### src/rtl/if_prefetch.sv
// -----------------------------------------------------------------------------
// if_prefetch
// Instruction-fetch stage with a prefetch FIFO. Issues ROM reads on its own,
// tracks requests in flight for ROM_LAT cycles, buffers returned instructions
// in a DEPTH-entry show-ahead FIFO and hands them to ID over valid/ready.
// A flush redirects fetch and discards everything buffered or in flight.
//
// Ports
//   clk         clock, rising edge
//   rst         asynchronous reset, active low
//   rom_ce_o    ROM request this cycle
//   rom_addr_o  ROM address (meaningful when rom_ce_o=1)
//   rom_data_i  ROM data, valid ROM_LAT cycles after the request
//   flush_i     redirect fetch, drop buffered and in-flight instructions
//   new_pc_i    redirect target (word-aligned internally)
//   id_valid_o  FIFO head valid
//   id_pc_o     PC of head instruction (0 when empty)
//   id_inst_o   head instruction (0 when empty)
//   id_ready_i  ID accepts the head this cycle
// -----------------------------------------------------------------------------
module if_prefetch #(
  parameter int                ADDR_W   = 32,
  parameter int                INST_W   = 32,
  parameter int                DEPTH    = 4,
  parameter int                ROM_LAT  = 1,
  parameter logic [ADDR_W-1:0] RESET_PC = '0
) (
  input  logic              clk,
  input  logic              rst,
  output logic              rom_ce_o,
  output logic [ADDR_W-1:0] rom_addr_o,
  input  logic [INST_W-1:0] rom_data_i,
  input  logic              flush_i,
  input  logic [ADDR_W-1:0] new_pc_i,
  output logic              id_valid_o,
  output logic [ADDR_W-1:0] id_pc_o,
  output logic [INST_W-1:0] id_inst_o,
  input  logic              id_ready_i
);

  localparam int PW = $clog2(DEPTH);
  // wide enough for count + in-flight, which never exceeds DEPTH
  localparam int CW = $clog2(DEPTH + ROM_LAT + 1);

  logic                run_q;
  logic [ADDR_W-1:0]   fetch_pc_q, fetch_pc_d;
  logic [ROM_LAT-1:0]  slot_v_q, slot_v_d;
  logic [ADDR_W-1:0]   slot_pc_q [ROM_LAT];
  logic [ADDR_W-1:0]   slot_pc_d [ROM_LAT];
  logic [ADDR_W-1:0]   mem_pc_q   [DEPTH];
  logic [INST_W-1:0]   mem_inst_q [DEPTH];
  logic [PW-1:0]       rd_ptr_q, rd_ptr_d, wr_ptr_q, wr_ptr_d;
  logic [CW-1:0]       count_q, count_d;
  logic [CW-1:0]       inflight;
  logic [CW:0]         used, limit;
  logic                pop_raw, pop, push, issue;
  logic                unused_pc_lsb;

  assign unused_pc_lsb = ^new_pc_i[1:0];

  always_comb begin
    inflight = '0;
    for (int i = 0; i < ROM_LAT; i++) begin
      inflight = inflight + CW'(slot_v_q[i]);
    end
  end

  assign id_valid_o = (count_q != '0);
  assign id_pc_o    = id_valid_o ? mem_pc_q[rd_ptr_q]   : '0;
  assign id_inst_o  = id_valid_o ? mem_inst_q[rd_ptr_q] : '0;

  assign pop_raw = id_valid_o & id_ready_i;
  assign pop     = pop_raw & ~flush_i;
  // the oldest slot's data arrives this cycle; a flush throws it away
  assign push    = slot_v_q[ROM_LAT-1] & ~flush_i;

  // credit rule: count + inflight - pop < DEPTH, rearranged to avoid underflow
  assign used  = {1'b0, count_q} + {1'b0, inflight};
  assign limit = (CW+1)'(DEPTH) + {{CW{1'b0}}, pop_raw};
  assign issue = run_q & ~flush_i & (used < limit);

  assign rom_ce_o   = issue;
  assign rom_addr_o = fetch_pc_q;

  always_comb begin
    fetch_pc_d = fetch_pc_q;
    if (flush_i) begin
      fetch_pc_d = {new_pc_i[ADDR_W-1:2], 2'b00};
    end else if (issue) begin
      fetch_pc_d = fetch_pc_q + ADDR_W'(4);
    end
  end

  always_comb begin
    slot_v_d     = slot_v_q;
    slot_v_d[0]  = issue;
    slot_pc_d    = slot_pc_q;
    slot_pc_d[0] = fetch_pc_q;
    for (int i = 1; i < ROM_LAT; i++) begin
      slot_v_d[i]  = slot_v_q[i-1];
      slot_pc_d[i] = slot_pc_q[i-1];
    end
    if (flush_i) begin
      slot_v_d = '0;
    end
  end

  always_comb begin
    rd_ptr_d = rd_ptr_q + PW'(pop);
    wr_ptr_d = wr_ptr_q + PW'(push);
    count_d  = count_q;
    if (push && !pop) begin
      count_d = count_q + CW'(1);
    end else if (pop && !push) begin
      count_d = count_q - CW'(1);
    end
    if (flush_i) begin
      rd_ptr_d = '0;
      wr_ptr_d = '0;
      count_d  = '0;
    end
  end

  always_ff @(posedge clk or negedge rst) begin
    if (!rst) begin
      run_q      <= 1'b0;
      fetch_pc_q <= RESET_PC;
      slot_v_q   <= '0;
      for (int i = 0; i < ROM_LAT; i++) begin
        slot_pc_q[i] <= '0;
      end
      rd_ptr_q   <= '0;
      wr_ptr_q   <= '0;
      count_q    <= '0;
    end else begin
      // holds issue off for the cycle in which reset is released
      run_q      <= 1'b1;
      fetch_pc_q <= fetch_pc_d;
      slot_v_q   <= slot_v_d;
      slot_pc_q  <= slot_pc_d;
      rd_ptr_q   <= rd_ptr_d;
      wr_ptr_q   <= wr_ptr_d;
      count_q    <= count_d;
    end
  end

  // storage needs no reset: entries are only visible through count_q
  always_ff @(posedge clk) begin
    if (push) begin
      mem_pc_q[wr_ptr_q]   <= slot_pc_q[ROM_LAT-1];
      mem_inst_q[wr_ptr_q] <= rom_data_i;
    end
  end

  a_no_overflow : assert property (@(posedge clk) disable iff (!rst)
    !(push && (count_q == CW'(DEPTH))));

endmodule

### config.mk
export PLATFORM = sky130hd
export DESIGN_NAME = if_prefetch
export DESIGN_NICKNAME = d
export VERILOG_FILES = /design/src/rtl/if_prefetch.sv
export SDC_FILE = /design/constraint.sdc
export NUM_CORES = 1
export LEC_CHECK = 0
export ABC_AREA = 1
export ABC_CLOCK_PERIOD_IN_PS = 6500
export BUFFER_PORTS_ARGS = -buffer_cell sky130_fd_sc_hd__buf_2
export CORE_ASPECT_RATIO = 0.8
export CORE_UTILIZATION = 50
export CTS_CLUSTER_DIAMETER = 60
export CTS_CLUSTER_SIZE = 12
export DETAILED_ROUTE_END_ITERATION = 7
export GPL_TIMING_DRIVEN = 0
export HOLD_SLACK_MARGIN = 0.15
export PLACE_DENSITY = 0.67
export SKIP_CTS_REPAIR_TIMING = 1
export SLEW_MARGIN = 25
export SYNTH_ARGS = -nofsm -noshare
export SYNTH_HDL_FRONTEND = slang
export SYNTH_SLANG_ARGS = --single-unit
### constraint.sdc
create_clock -name clk -period 6.5 [get_ports clk]
set_input_delay 0.65 -clock clk [delete_from_list [all_inputs] [get_ports clk]]
set_output_delay 0.65 -clock clk [all_outputs]
set_load 0.02 [all_outputs]
==> results of run 1 <==
==> per-layer routing <==
layer,GRT usage,up-vias,part of all wire
met1,0.352,4477,0.46
met2,0.363,378,0.45
met5,0,-,0
li1,-,4551,-
met3,0.0320,51,0.074
met4,0.0575,0,0.022
==> power groups by stage <==
stage	Sequential, W	Clock (W)	Combinational, W
2_1_floorplan	0.00246	0	0.000669
3_3_place_gp	0.00247	0	0.00111
3_5_place_dp	0.00247	0	0.00113
4_1_cts	0.00243	0.00158	0.00114
5_1_grt	0.00244	0.00165	0.00123
6_report	0.00243	0.00155	0.00113
==> through the flow <==
stage,power (W),util
floorplan,0.00313,-
global placement,0.00358,0.563
detailed placement,0.00360,0.575
CTS,0.00514,0.608
global route,0.00532,0.608
finish,0.00511,0.608
==> synthesized netlist by cell type (all sizes together) (4+ instances only) <==
master | number | area share
nand3b | 10 | 0.0057
clkbuf | 36 | 0.011
a21oi | 66 | 0.025
ha | 5 | 0.0048
nor2 | 299 | 0.087
xnor2 | 8 | 0.0053
dfrtp | 69 | 0.13
inv | 44 | 0.013
o21ai | 130 | 0.050
nand2 | 180 | 0.052
nand3 | 64 | 0.025
edfxtp | 248 | 0.57
o21bai | 4 | 0.0023
buf | 25 | 0.011
nor3 | 4 | 0.0015
==> state kept, by name (all words and copies together) (netlist names) <==
signal      cells
count_q         3
mem_inst_q    128
mem_pc_q      120
rd_ptr_q        2
rom_addr_o     30
run_q           1
slot_pc_q      30
slot_v_q        1
wr_ptr_q        2
==> critical path, delay by kind of cell, from the launching register on <==
kind	cells	cell delay [ps]
compound gates	2	430
buf+inv	5	1250
flops	1	380
==> kinds of logic (layout without fill, tap and decap cells) <==
kind of cell | count (synthesis) | after routing | share of synthesized area
AOI/OAI and AO/OA | 203 | 203 | 0.0791
and+or+nand+nor | 560 | 560 | 0.172
other | 2 | 6 | 0.000573
DFF | 317 | 317 | 0.700
xor gates and xnor gates | 11 | 11 | 0.00735
buffers and inverters | 105 | 343 | 0.0345
adders and majority gates | 6 | 6 | 0.00630
==> path summary, 6_finish.rpt <==
kind | startpoint | to | cells past startpoint
worst max-delay path | rd_ptr_q[0] | id_pc_o[19] | 7
min in group asynchronous | rst | rom_addr_o[12] | 2
worst min-delay path | new_pc_i[14] | rom_addr_o[14] | 3
max in group asynchronous | rst | rom_addr_o[29] | 3
worst min register to register | slot_pc_q[25] | mem_pc_q[2][25] | 0
worst max register to register | slot_v_q | mem_inst_q[1][2] | 9
==> layout by cell type (no fill, tap or decap), drive strengths merged, types with 10 or more instances in the layout <==
master	n
a21oi	66
buf	219
clkbuf	78
dfrtp	69
edfxtp	248
inv	44
nand2	180
nand3	64
nand3b	10
nor2	299
o21ai	130
==> area by class of cell <==
cell class / instances / area [µm²]
fill: 2130 / 9990
sequential: 317 / 9170
multi-input combinational: 785 / 3510
timing repair buffer: 195 / 1110
clock buffer: 42 / 817
tap: 351 / 439
buffer: 61 / 287
inverter: 44 / 165
clock inverter: 1 / 8.76
antenna: 1 / 2.50
==> flow_metrics.env, run 1 <==
export IMPL_first_iter_violations=894
export IMPL_start_kind="flip-flop"
export IMPL_synth_edf_count=248
export IMPL_grt_overflow_total=0
export IMPL_min_path_type="in2reg"
export IMPL_worst_ep_arrival_time_ps=2620
export IMPL_switching_share=0.314
export IMPL_grt_pass1_vias=8772
export IMPL_grtUsageTotal=0.234
export IMPL_drive_above_1_share=0.184
export IMPL_h_tree_depth=1
export IMPL_pwr_share_comb=0.221
export IMPL_critPathMostFrequentCell="buf_2"
export IMPL_yosysSeqAreaShare=0.700
export IMPL_max_slew_worst_pin_slew_ps=774
export IMPL_status="completed"
export IMPL_cts_tree="done"
export IMPL_rsz0062_at_grt="no"
export IMPL_totalWireLength_mm=31.2
export IMPL_cp_slowest_cell="clkbuf_1"
export IMPL_hold_viol_final=0
export IMPL_grt_max_degree=49
export IMPL_yosysWarnings=0
export IMPL_numCtsBuffers=30
export IMPL_cts_buffer_depth=3
export IMPL_cpPeakStageDelay_ps=400
export IMPL_synth_cells=1204
export IMPL_holdWs_ps=306
export IMPL_ant_nets=0
export IMPL_post_place_ws_ps=3400
export IMPL_dp_cells=1752
export IMPL_clkPwrFrac=0.303
export IMPL_finalCriticalPeriod_ps=3270
export IMPL_vias_per_cell=5.26
export IMPL_io_pins=166
export IMPL_critPathCaptureType="primary output"
export IMPL_slew_viol_final=0
export IMPL_peakVddDrop_mv=0.197
export IMPL_crit_type="reg2out"
export IMPL_die_y_um=147
export IMPL_layout_setup_ws_ps=3230
export IMPL_power_frac_seq=0.476
export IMPL_ys_types=30
export IMPL_nNetsFinal=1508
export IMPL_setup_tns_final_ps=0
export IMPL_p_leak_nw=6.19
export IMPL_fmax_ghz=0.306
export IMPL_ys_flop_type="edfxtp_1"
export IMPL_area_growth_pct=18.4
export IMPL_finClkSkew_ps=18.0
export IMPL_clk_pin_slew_ps=70
export IMPL_internal_power_w=0.00350
export IMPL_slew_headroom=0.481
export IMPL_power_switching_w=0.00161
export IMPL_grt_antenna_before_repair=0
export IMPL_wire_per_inst_um=17.4
export IMPL_first_pass_iters=5
export IMPL_gp_congestion=0.842
export IMPL_dieArea_mm2=0.0269
export IMPL_rrSetupSlack_ps=4010
export IMPL_route_vias_total=9457
export IMPL_drv_cap=0
export IMPL_worst_endpoint_required_ps=5850
export IMPL_row_count=52
export IMPL_drc=0
export IMPL_io_buffers=159
export IMPL_cts_sinks=317
export IMPL_start_util=0.514
export IMPL_p_per_area_mw_per_mm2=329
export IMPL_syn_avg_cell_area_um2=10.9
export IMPL_cp_cell_sequence="buf_2, inv_2, buf_2, clkbuf_1, o21ai_0, a21oi_1, buf_2"
export IMPL_ys_ff_latch=317
export IMPL_netlist_area_mm2=0.0131
export IMPL_coreArea_mm2=0.0255
export IMPL_finalNonFillerCells=1797
export IMPL_fp_dieW_um=183
export IMPL_clk_latency_ps=550
export IMPL_grt_pass1_wl_mm=48.6
export IMPL_cts_root_buffer="clkbuf_16"
export IMPL_setup_viol=0
export IMPL_min_period_over_period=0.503
export IMPL_final_cell_area_mm2=0.0155
export IMPL_async_flop_share=0.218
export IMPL_place_hpwl_mm=21.4
export IMPL_cp_max_fo=10
export IMPL_placed_cell_area_mm2=0.0147
Note: power is estimated with default switching activity, not from simulation.
==> run 2: changes to the inputs <==
--- a/config.mk
+++ b/config.mk
@@ -6,7 +6,7 @@
 export NUM_CORES = 1
 export LEC_CHECK = 0
 export ABC_AREA = 1
-export ABC_CLOCK_PERIOD_IN_PS = 6500
+export ABC_CLOCK_PERIOD_IN_PS = 3100
 export BUFFER_PORTS_ARGS = -buffer_cell sky130_fd_sc_hd__buf_2
 export CORE_ASPECT_RATIO = 0.8
 export CORE_UTILIZATION = 50
==> constraint.sdc (replaced) <==
create_clock -name clk -period 3.1 [get_ports clk]
set_input_delay 0.31 -clock clk [delete_from_list [all_inputs] [get_ports clk]]
set_output_delay 0.31 -clock clk [all_outputs]
set_load 0.02 [all_outputs]
==> flow_metrics.env, run 2 (synthesis results as in run 1) <==
export IMPL_nNetsFinal=1557
export IMPL_n_antenna_cell=0
export IMPL_fmax_ghz=0.341
export IMPL_status="completed"
export IMPL_final_common_cell="nor2_1"
export IMPL_area_growth_pct=23.3
export IMPL_start_kind="flip-flop"
export IMPL_wire_per_inst_um=17.3
export IMPL_critPathTopFamily="buffers and inverters"
export IMPL_finClkSkew_ps=9.35
export IMPL_p_per_area_mw_per_mm2=668
export IMPL_pwr_share_comb=0.227
export IMPL_regMostFlops="mem_inst_q"
export IMPL_worst_endpoint_required_ps=2790
export IMPL_slew_headroom=0.539
export IMPL_io_pins=166
export IMPL_largest_reg_flops=128
export IMPL_gp_congestion=0.873
export IMPL_rsz0062_at_grt="no"
export IMPL_slew_viol_final=0
export IMPL_clk_latency_ps=550
export IMPL_grt_pass1_wl_mm=47.9
export IMPL_setup_viol=0
export IMPL_crit_path_start="rd_ptr_q[0]"
export IMPL_min_delay_start="flush_i"
export IMPL_fill_cells=1999
export IMPL_numCtsBuffers=30
export IMPL_row_count=52
export IMPL_critPathCaptureType="primary output"
export IMPL_grt_use_met1=0.341
export IMPL_final_cell_mix="nor2_1, edfxtp_1, nand2_1"
export IMPL_drc=0
export IMPL_totalWireLength_mm=31.8
export IMPL_io_buffers=159
export IMPL_h_tree_depth=1
export IMPL_route_vias_total=9537
export IMPL_coreArea_mm2=0.0255
export IMPL_min_period_over_period=0.945
export IMPL_critPathMostFrequentCell="buf_2"
export IMPL_dieArea_mm2=0.0269
export IMPL_first_pass_iters=8
export IMPL_crit_type="reg2out"
export IMPL_switching_share=0.315
export IMPL_min_path_type="in2reg"
export IMPL_grt_max_degree=42
export IMPL_grt_overflow_total=0
export IMPL_power_frac_seq=0.472
export IMPL_peakVddDrop_mv=0.541
export IMPL_placed_cell_area_mm2=0.0147
export IMPL_grtUsageTotal=0.232
export IMPL_hold_viol_final=0
export IMPL_fp_dieW_um=183
export IMPL_place_hpwl_mm=20.9
export IMPL_cp_slowest_cell="clkbuf_1"
export IMPL_cpPeakStageDelay_ps=400
export IMPL_start_util=0.514
export IMPL_cts_tree="done"
export IMPL_max_slew_worst_pin_slew_ps=689
export IMPL_crit_buf_inv=5
export IMPL_cp_cell_sequence="buf_2, inv_2, buf_2, clkbuf_1, o21ai_0, a21oi_1, buf_2"
export IMPL_gr_max_usage_layer="met2"
export IMPL_cts_buffer_depth=3
export IMPL_top_regs="mem_inst_q x128, mem_pc_q x120"
export IMPL_worst_ep_arrival_time_ps=2620
export IMPL_grt_antenna_before_repair=0
export IMPL_clk_pin_slew_ps=60
export IMPL_use_met2=0.364
export IMPL_ant_nets=0
export IMPL_p_leak_nw=6.41
export IMPL_clkPwrFrac=0.301
export IMPL_grt_pass1_vias=8784
export IMPL_setup_tns_final_ps=0
export IMPL_power_switching_w=0.00340
export IMPL_finalCriticalPeriod_ps=2930
export IMPL_final_cell_area_mm2=0.0162
export IMPL_cts_root_buffer="clkbuf_16"
export IMPL_dp_cells=1738
export IMPL_r2r_start="slot_v_q"
export IMPL_vias_per_cell=5.17
export IMPL_first_iter_violations=785
export IMPL_die_y_um=147
export IMPL_cts_sinks=317
export IMPL_met3_usage=0.0340
export IMPL_drive_above_1_share=0.169
export IMPL_cp_max_fo=10
export IMPL_drv_cap=0
export IMPL_internal_power_w=0.00740
export IMPL_finalNonFillerCells=1845
run 2: layout make-up:
| class | count | area [µm²] | share of cell area |
|---|---|---|---|
| plain buffers | 61 | 287 | 0.0177 |
| clock buffers | 42 | 817 | 0.0506 |
| clock inverters | 1 | 8.76 | 0.000542 |
| inverters | 44 | 165 | 0.0102 |
| multi-input cells | 785 | 3540 | 0.219 |
| flip-flops and latches | 317 | 9170 | 0.568 |
| well taps | 351 | 439 | 0.0272 |
| repair buffers | 244 | 1730 | 0.107 |
run 2: through the flow:
step           setup WS [ps]   util  hold WS [ps]  total power (W)
2_1_floorplan           -482      -          14.4          0.00657
3_3_place_gp           -2520  0.564           471          0.00750
3_5_place_dp             643  0.576           266          0.00755
4_1_cts                 52.4  0.608          -326           0.0108
5_1_grt                 12.9  0.633           225           0.0113
6_report                 169  0.633           206           0.0108
run 2: power by group through the flow:
stage                     sequential [W]  combinational (W)  clock (W)
after detailed placement         0.00517            0.00238          0
after CTS                        0.00508            0.00239    0.00329
final                            0.00509            0.00245    0.00325
after global placement           0.00517            0.00233          0
after global routing             0.00512            0.00267    0.00347
after floorplan                  0.00516            0.00140          0
run 2: worst min-delay path, stage by stage:
cell and delay [ps]:
buf_2 90, inv_2 90, nand3_1 100, nand2_1 50, inv_1 40, nand2_1 40
run 2: layer usage:
metal  vias to the layer above  wire, µm
li1                       4650         -
met1                      4515     14700
met2                       321     14600
met3                        51      1810
met4                         0       685
met5                         -         0
run 2: final timing paths:
check                           slack [ps]          endpoint  depth (start not counted)
worst max-delay path                   170       id_pc_o[19]                          7
max in group asynchronous             2310     slot_pc_q[16]                          3
worst min register to register         490   mem_pc_q[2][19]                          0
worst max register to register         890  mem_inst_q[0][6]                          7
worst min-delay path                   210    rom_addr_o[24]                          6
min in group asynchronous              240       wr_ptr_q[0]                          2
